**src/rtl/relay_sequencer_pkg.sv**
```systemverilog
`default_nettype none
// ============================================================================
// state_definitions : one-hot state constants, instruction classes and the
//                     class-to-length mapping shared by sequencer and decode.
// Revision: 1.0
// ============================================================================
package state_definitions;

   localparam int MAX_STATES = 24;

   localparam logic [MAX_STATES-1:0] state_1  = 24'h000001;
   localparam logic [MAX_STATES-1:0] state_2  = 24'h000002;
   localparam logic [MAX_STATES-1:0] state_3  = 24'h000004;
   localparam logic [MAX_STATES-1:0] state_4  = 24'h000008;
   localparam logic [MAX_STATES-1:0] state_5  = 24'h000010;
   localparam logic [MAX_STATES-1:0] state_6  = 24'h000020;
   localparam logic [MAX_STATES-1:0] state_7  = 24'h000040;
   localparam logic [MAX_STATES-1:0] state_8  = 24'h000080;
   localparam logic [MAX_STATES-1:0] state_9  = 24'h000100;
   localparam logic [MAX_STATES-1:0] state_10 = 24'h000200;
   localparam logic [MAX_STATES-1:0] state_11 = 24'h000400;
   localparam logic [MAX_STATES-1:0] state_12 = 24'h000800;
   localparam logic [MAX_STATES-1:0] state_13 = 24'h001000;
   localparam logic [MAX_STATES-1:0] state_14 = 24'h002000;
   localparam logic [MAX_STATES-1:0] state_15 = 24'h004000;
   localparam logic [MAX_STATES-1:0] state_16 = 24'h008000;
   localparam logic [MAX_STATES-1:0] state_17 = 24'h010000;
   localparam logic [MAX_STATES-1:0] state_18 = 24'h020000;
   localparam logic [MAX_STATES-1:0] state_19 = 24'h040000;
   localparam logic [MAX_STATES-1:0] state_20 = 24'h080000;
   localparam logic [MAX_STATES-1:0] state_21 = 24'h100000;
   localparam logic [MAX_STATES-1:0] state_22 = 24'h200000;
   localparam logic [MAX_STATES-1:0] state_23 = 24'h400000;
   localparam logic [MAX_STATES-1:0] state_24 = 24'h800000;

   localparam logic [4:0] c_default_len = 5'd8;

   // GOTO occupies the whole 11xx quadrant; CLS_GOTO is its canonical code.
   typedef enum logic [3:0] {
      CLS_MOV_8  = 4'b0000,
      CLS_SETAB  = 4'b0100,
      CLS_ALU    = 4'b1000,
      CLS_LDST   = 4'b1001,
      CLS_MOV_16 = 4'b1010,
      CLS_INC    = 4'b1011,
      CLS_GOTO   = 4'b1100
   } instr_class_e;

   function automatic logic [4:0] class_length(input logic [3:0] cls);
      logic [4:0] len;
      len = c_default_len;
      casez (cls)
         4'b1001: len = 5'd12;
         4'b1010: len = 5'd10;
         4'b1011: len = 5'd14;
         4'b11??: len = 5'd24;
         default: len = c_default_len;
      endcase
      return len;
   endfunction

   function automatic logic class_is_legal(input logic [3:0] cls);
      logic legal;
      legal = 1'b0;
      casez (cls)
         4'b0000, 4'b0100, 4'b1000,
         4'b1001, 4'b1010, 4'b1011,
         4'b11??: legal = 1'b1;
         default: legal = 1'b0;
      endcase
      return legal;
   endfunction

endpackage
`default_nettype wire

```
**src/rtl/relay_sequencer.sv**
```systemverilog
`default_nettype none
// ============================================================================
// relay_sequencer : one-hot instruction sequencer with RUN/HALTED control.
// Revision: 1.0
// ============================================================================
module relay_sequencer
   import state_definitions::*;
#(
   parameter bit TICK_BYPASS = 1'b0
)(
   input  logic                  clk,
   input  logic                  reset,
   input  logic                  tick,
   input  logic [3:0]            fsm_input,
   input  logic                  halt,
   input  logic                  run,
   output logic [MAX_STATES-1:0] state,
   output logic                  instr_done,
   output logic                  halted,
   output logic                  bad_class
);

   typedef enum logic [0:0] {
      ST_RUN    = 1'b0,
      ST_HALTED = 1'b1
   } top_state_e;

   top_state_e            r_mode;
   logic [MAX_STATES-1:0] r_state;
   logic [4:0]            r_len;
   logic                  r_halt_pending;
   logic                  r_instr_done;
   logic                  r_bad_class;

   logic                  w_advance;
   logic [4:0]            w_last_idx;
   logic                  w_past_latch;
   logic                  w_is_last;

   assign w_advance    = TICK_BYPASS || tick;
   assign w_last_idx   = r_len - 5'd1;
   // States 1-4 can never be final: the length is only meaningful after latch.
   assign w_past_latch = |r_state[MAX_STATES-1:4];
   assign w_is_last    = w_past_latch && r_state[w_last_idx];

   always_ff @(posedge clk) begin
      if (reset) begin
         r_mode         <= ST_RUN;
         r_state        <= state_1;
         r_len          <= c_default_len;
         r_halt_pending <= 1'b0;
         r_instr_done   <= 1'b0;
         r_bad_class    <= 1'b0;
      end else begin
         r_instr_done <= 1'b0;
         r_bad_class  <= 1'b0;
         case (r_mode)
            ST_RUN: begin
               if (halt)
                  r_halt_pending <= 1'b1;
               if (w_advance) begin
                  if (r_state[3]) begin
                     r_len       <= class_length(fsm_input);
                     r_bad_class <= !class_is_legal(fsm_input);
                  end
                  if (w_is_last) begin
                     r_instr_done <= 1'b1;
                     if (r_halt_pending || halt) begin
                        r_mode         <= ST_HALTED;
                        r_state        <= '0;
                        r_halt_pending <= 1'b0;
                     end else begin
                        r_state <= state_1;
                     end
                  end else begin
                     r_state <= {r_state[MAX_STATES-2:0], 1'b0};
                  end
               end
            end
            ST_HALTED: begin
               if (run) begin
                  r_mode         <= ST_RUN;
                  r_state        <= state_1;
                  r_halt_pending <= 1'b0;
               end
            end
            default: begin
               r_mode  <= ST_RUN;
               r_state <= state_1;
            end
         endcase
      end
   end

   assign state      = r_state;
   assign instr_done = r_instr_done;
   assign halted     = (r_mode == ST_HALTED);
   assign bad_class  = r_bad_class;

endmodule
`default_nettype wire

```
**config.mk**
```make
export PLATFORM = sky130hd
export DESIGN_NAME = relay_sequencer
export DESIGN_NICKNAME = d
export VERILOG_FILES = /design/src/rtl/relay_sequencer_pkg.sv /design/src/rtl/relay_sequencer.sv
export SDC_FILE = /design/constraint.sdc
export NUM_CORES = 1
export LEC_CHECK = 0
export BUFFER_PORTS_ARGS = -buffer_cell sky130_fd_sc_hd__buf_2
export CAP_MARGIN = 20
export CORE_MARGIN = 10
export CORE_UTILIZATION = 45
export CTS_BUF_LIST = sky130_fd_sc_hd__clkbuf_4 sky130_fd_sc_hd__clkbuf_8 sky130_fd_sc_hd__clkbuf_16
export DETAILED_ROUTE_END_ITERATION = 12
export GPL_TIMING_DRIVEN = 0
export PLACE_DENSITY = 0.73
export SYNTH_ARGS = -nofsm -noshare
export SYNTH_HDL_FRONTEND = slang
export SYNTH_SLANG_ARGS = --single-unit
```
**constraint.sdc**
```tcl
create_clock -name clk -period 1.9 [get_ports clk]
set_input_delay 0.57 -clock clk [delete_from_list [all_inputs] [get_ports clk]]
set_output_delay 0.57 -clock clk [all_outputs]
set_load 0.01 [all_outputs]
```
Word-level counts from Yosys, hierarchy flattened
Index checks and enable logic that the tools add are counted.

storage, ports and cells
  flip-flop bits (word level) = 33
  bits in latches = 0
  RAM bits = 0
  memory bits (read-only) = 0
  input port bits = 9
  output and inout bits = 27
  word-level logic and storage cells = 54
  memories = 0

operators by class
  add/subtract/negate cells = 1
  multiply operators = 0
  divide/modulo/power cells = 0
  magnitude comparators = 1
  eq/ne operators = 8
  shifts and indexed selects = 0
  muxes and demuxes = 25
  bitwise gates (word level) = 3
  reductions and logical operators = 10

operators by type and width
  kind                                                                           count
  24-bit 2-to-1 mux                                                              3
  24-bit case mux with 2 select lines                                            1
  5-bit case mux with 4 select lines                                             1
  20-bit OR reduction                                                            1
  1-bit 2-to-1 mux                                                               17
  4-bit equality test (second input constant)                                    4
  7-bit OR reduction                                                             1
  5-bit by 6-bit less-than comparator with 1-bit output (second input constant)  1
  1-bit binary-select mux with 5-bit select                                      1
  5-bit by 1-bit subtractor with 5-bit output (second input constant)            1
  4-bit by 3-bit equality test with 1-bit output (second input constant)         1
  4-bit logical NOT                                                              1
  2-bit != test (second input constant)                                          2
  1-bit case mux with 2 select lines                                             2
  4-bit OR reduction                                                             1
  1-bit NOT                                                                      3
  3-bit AND reduction                                                            1
  3-bit OR reduction                                                             1
  2-bit equality test (second input constant)                                    1
  2-bit AND reduction                                                            1
  1-bit logical AND                                                              1
  1-bit logical NOT                                                              1
  1-bit logical OR                                                               1

Longest topological paths before layout
  depth in word-level cells = 8
  gate-level depth with buffers = 9
  depth with buffers taken out = 7

Least setup slack after synthesis
Ideal clock, no wire load.

  path type = reg2reg
  start point = reg r_len[1]
  end point = reg r_state[5] (netlist: state[5])
  library setup time = 59 ps
  arrival time = 2,028 ps
  required time = 1,841 ps
  setup slack = -187 ps
  cell stages (with the launch flop) = 10
  path buffers = 2
  clock period less this slack = 2,087 ps
  cell sequence = dfxtp_1 -> inv_1 -> ha_1 -> buf_6 -> mux2_4 -> or3_4 -> a311oi_2 -> a211o_4 -> buf_8 -> a22o_1

between the ends
  cells in the longest elaborated chain, start to end = 7

RTL lines
  element                                      RTL line               RTL
  start, declared                              relay_sequencer.sv:30  logic [4:0] r_len;
  start signal, assigned                       relay_sequencer.sv:50  r_len <= c_default_len;
  start signal, assigned                       relay_sequencer.sv:63  r_len <= class_length(fsm_input);
  5-bit by 1-bit subtractor with 5-bit output  relay_sequencer.sv:41  assign w_last_idx = r_len - 5'd1;
  1-bit binary-select mux with 5-bit select    relay_sequencer.sv:44  assign w_is_last = w_past_latch && r_state[w_last_idx];
  1-bit 2-to-1 mux (not written as such)       relay_sequencer.sv:44
  1-bit logical AND                            relay_sequencer.sv:44
  24-bit 2-to-1 mux                            relay_sequencer.sv:66  if (w_is_last) begin
  24-bit 2-to-1 mux                            relay_sequencer.sv:61  if (w_advance) begin
  24-bit case mux with 2 select lines          relay_sequencer.sv:57  case (r_mode)
  end signal, assigned                         relay_sequencer.sv:49  r_state <= state_1;
  end signal, assigned                         relay_sequencer.sv:73  r_state <= state_1;
  end signal, assigned                         relay_sequencer.sv:76  r_state <= {r_state[MAX_STATES-2:0], 1'b0};
  end, declared                                relay_sequencer.sv:29  logic [MAX_STATES-1:0] r_state;

Every way passes these cells. The select of a mux whose other input is x is not followed.
A chain may end at the register's enable or synchronous reset.

Worst setup path in the final report
  start point = reg r_len[1]
  end point = reg r_state[23] (netlist: state[23])

Same word-level chain as after synthesis.

==> run_results.csv <==
group,metric,value,unit
outcome,status,"finished, violations left",
outcome,violations,"negative setup slack",
synthesis,ys_dominant_reg_cell,"dfxtp_1",
hold_path,min_to,"bad_class",
worst_setup_path,path_class,"reg -> reg",
floorplan,num_io_pins,36,
cts,ctsHoldBuffers,0,
final_layout,n_antenna_cell,0,
grt,grt_max_degree,11,
worst_setup_path,worst_ep_arrival_time,2.25,ns
synthesis,synth_area_per_cell,10.5,sq um
route,vias,1132,
cts,cts.htree.levels,2,
placed_design,io_buffers,34,
power_and_ir_drop,p_leak,0.766,nW
grt,first_global_vias,1128,
synthesis,synth_fp_nets,131,
synthesis,synth_compound_area_frac,0.246,
worst_setup_path,critPathSlowestCell,"dfxtp_4",
cts,clk_pin_slew,0.10,ns
worst_setup_path,r2r-start,"r_len[1]",
worst_setup_path,ff2ff_setup_slack,-0.08,ns
synthesis,syn_inst,121,
route,ant_nets,0,
sta,setup_slack,-0.0804,ns
sta,fin_skew,0.0117,ns
worst_setup_path,r2r_end,"state[23]",
grt,grt_usage,0.128,
sta,rsz0062_at_grt,"true",
sta,timing.hold.ws,0.418,ns
route,dr.first_iter.drc_count,65,
hold_path,whs_path_depth,2,
worst_setup_path,max_stage_delay,0.37,ns
placed_design,post-place-ws,-0.165,ns
hold_path,hold_class,"in -> reg",
cts,clk_latency,0.33,ns
worst_setup_path,critPathCaptureType,"register",
worst_setup_path,crit_path_cell_trace,"inv_4, ha_4, mux2_4, or3_4, a311oi_2, a211o_4, buf_8, a22o_1",
grt,grt_overflow,0,
job,maxCapViolations,0,
final_layout,nets,177,
grt,grt_pass1_wl,5420,um
synthesis,synth_fa_ha_area_frac,0.00985,
worst_setup_path,startpoint_type,"register",
cts,root_buffer,"clkbuf_4",
synthesis,synthSimpleGateAreaFrac,0.143,
route,wl_per_cell,16.7,um
cts,cts_buffer_depth,2,
route,viasPerCell,5.72,
synthesis,yosysUniqueCellTypes,30,
floorplan,coreArea,2730,sq um
route,route.detailed.drc,0,
sta,slew_violations,0,
sta,tns,-1.26,ns
cts,cts_tree,"done",
synthesis,synthArstFlopShare,0,
synthesis,synth_edf_count,0,
sta,timing.fmax,0.505,GHz
worst_setup_path,startpoint,"r_len[1]",
final_layout,final-instance-count-excl-fill,198,
hold_path,hp-start,"fsm_input[3]",
sta,setup_viol,22,
floorplan,die_x,73.1,um
sta,timing.final.crit_period,1.98,ns
final_layout,area_growth_syn_to_layout,27.1,%
route,drt-total-wl,3310,um
synthesis,ys_ff_latch,31,
sta,finalCritPeriodShare,1.04,
sta,hold_violations,0,
final_layout,final_util,0.590,
placed_design,hpwl,2410,um
synthesis,synth_top_family_by_area,"compound AO/OA/AOI/OAI gates",
sta,tightest_slew,0.416,ns
route,first_pass_iters,4,
synthesis,netlist_area,1270,sq um
floorplan,initial_core_util,0.465,
cts,numCtsBuffers,5,
power_and_ir_drop,p_per_area,738,nW/um^2
grt,antenna_found_initial,0,
cts,clock_sinks,31,
worst_setup_path,ff2ff_path_depth,8,
floorplan,dieArea,5350,sq um
floorplan,rows,19,
sta,relSlewSlack,0.723,
power_and_ir_drop,ir_drop,490,uV
worst_setup_path,crit_fanout,10,
synthesis,synth-xor-area-share,0,
final_layout,fillCellCount,241,
placed_design,dp.cells,186,
synthesis,ys_seq_area_frac,0.489,
synthesis,yosysWarnings,0,
final_layout,stdcell_area,1610,sq um
final_layout,drive_gt1_frac,0.353,
placed_design,dpl_cell_area,1500,sq um
power_and_ir_drop,power,1.19,mW
worst_setup_path,cp.required,2.17,ns
floorplan,die_y,73.1,um
synthesis,synth_mux_area_frac,0.0562,
placed_design,gp_congestion,0.833,
==> worst max-delay path by stage <==
stage / endpoint / slack, ns
2_1_floorplan: state[6] / -0.05
6_report: state[23] / -0.08
3_3_place_gp: state[15] / -0.13
3_5_place_dp: state[6] / -0.17
4_1_cts: state[2] / -0.09
5_1_grt: state[20] / -0.17
==> synthesized netlist by cell type, types with 2 or more instances <==
library cell  count  area share
a22o_1           22        0.15
nand3_1           5       0.020
nand2_1          10       0.030
nor2b_1           3       0.015
nor2_1            7       0.021
buf_8             2       0.024
clkbuf_1          3      0.0089
nand2b_1          2      0.0099
o21ai_0           2      0.0079
mux2i_1           3       0.024
nor4_1            6       0.030
dfxtp_1          31        0.49
a21oi_1           4       0.016
inv_1             5       0.015
==> kinds of logic (layout without fill, tap and decap cells) <==
kind of cell	Yosys count	in the layout
AOI/OAI and AO/OA	37	37
and+or+nand+nor	36	36
DFF	31	31
buffers and inverters	11	57
muxes	5	5
adders and majority gates	1	1
==> cell usage in the layout (no fill, tap or decap), types with 2 or more instances in the layout <==
cell	count
clkbuf_1	3
o21ai_0	2
clkbuf_4	7
buf_2	34
dfxtp_1	29
buf_4	5
mux2i_1	3
nand3_1	5
a22o_1	22
nand2b_1	2
buf_8	2
a21oi_1	3
nor4_1	6
inv_1	4
nor2b_1	3
nor2_1	7
nand2_1	10
==> area by class of cell <==
| type | count | area [sq um] | area share |
|---|---|---|---|
| Multi-Input combinational cell | 79 | 599 | 0.371 |
| Tap cell | 31 | 38.8 | 0.0240 |
| Buffer | 5 | 41.3 | 0.0256 |
| Inverter | 5 | 21.3 | 0.0132 |
| Clock buffer | 7 | 52.6 | 0.0326 |
| Sequential cell | 31 | 626 | 0.388 |
| Timing Repair Buffer | 40 | 235 | 0.146 |
==> layer usage <==
layer / track usage / vias up / share of wire
met4: 0.0696 / 0 / 0.019
li1: - / 548 / -
met5: 0 / - / 0
met1: 0.148 / 549 / 0.44
met3: 0.0503 / 7 / 0.067
met2: 0.197 / 28 / 0.47
==> sequential cells by signal (all words and copies together), names as in the netlist <==
register        flops
state              24
halted              1
bad_class           1
r_len               3
instr_done          1
r_halt_pending      1
==> timing repair <==
action	in CTS	in global routing
endpoints found under the setup margin	26	26
cloned	1	0
hold endpoints to repair	0	0
pin swaps	2	2
gates resized for setup	4	0
setup buffers	4	1
==> critical path: cells and delay by family, from the launching register on <==
kind	cells	cell delay, ns
flip-flops	1	0.37
adder cells (fa/ha/maj)	1	0.16
buffers and inverters	2	0.20
AO/OA/AOI/OAI	3	0.56
AND/OR/NAND/NOR	1	0.34
multiplexers	1	0.29
==> report_power, final <==
group | total, mW | internal, mW | switching (mW)
Combinational | 0.133 | 0.0652 | 0.0683
Sequential | 0.675 | 0.661 | 0.0139
Clock | 0.383 | 0.168 | 0.215
Total | 1.19 | 0.895 | 0.297
Note: power is estimated with default switching activity, not from simulation.
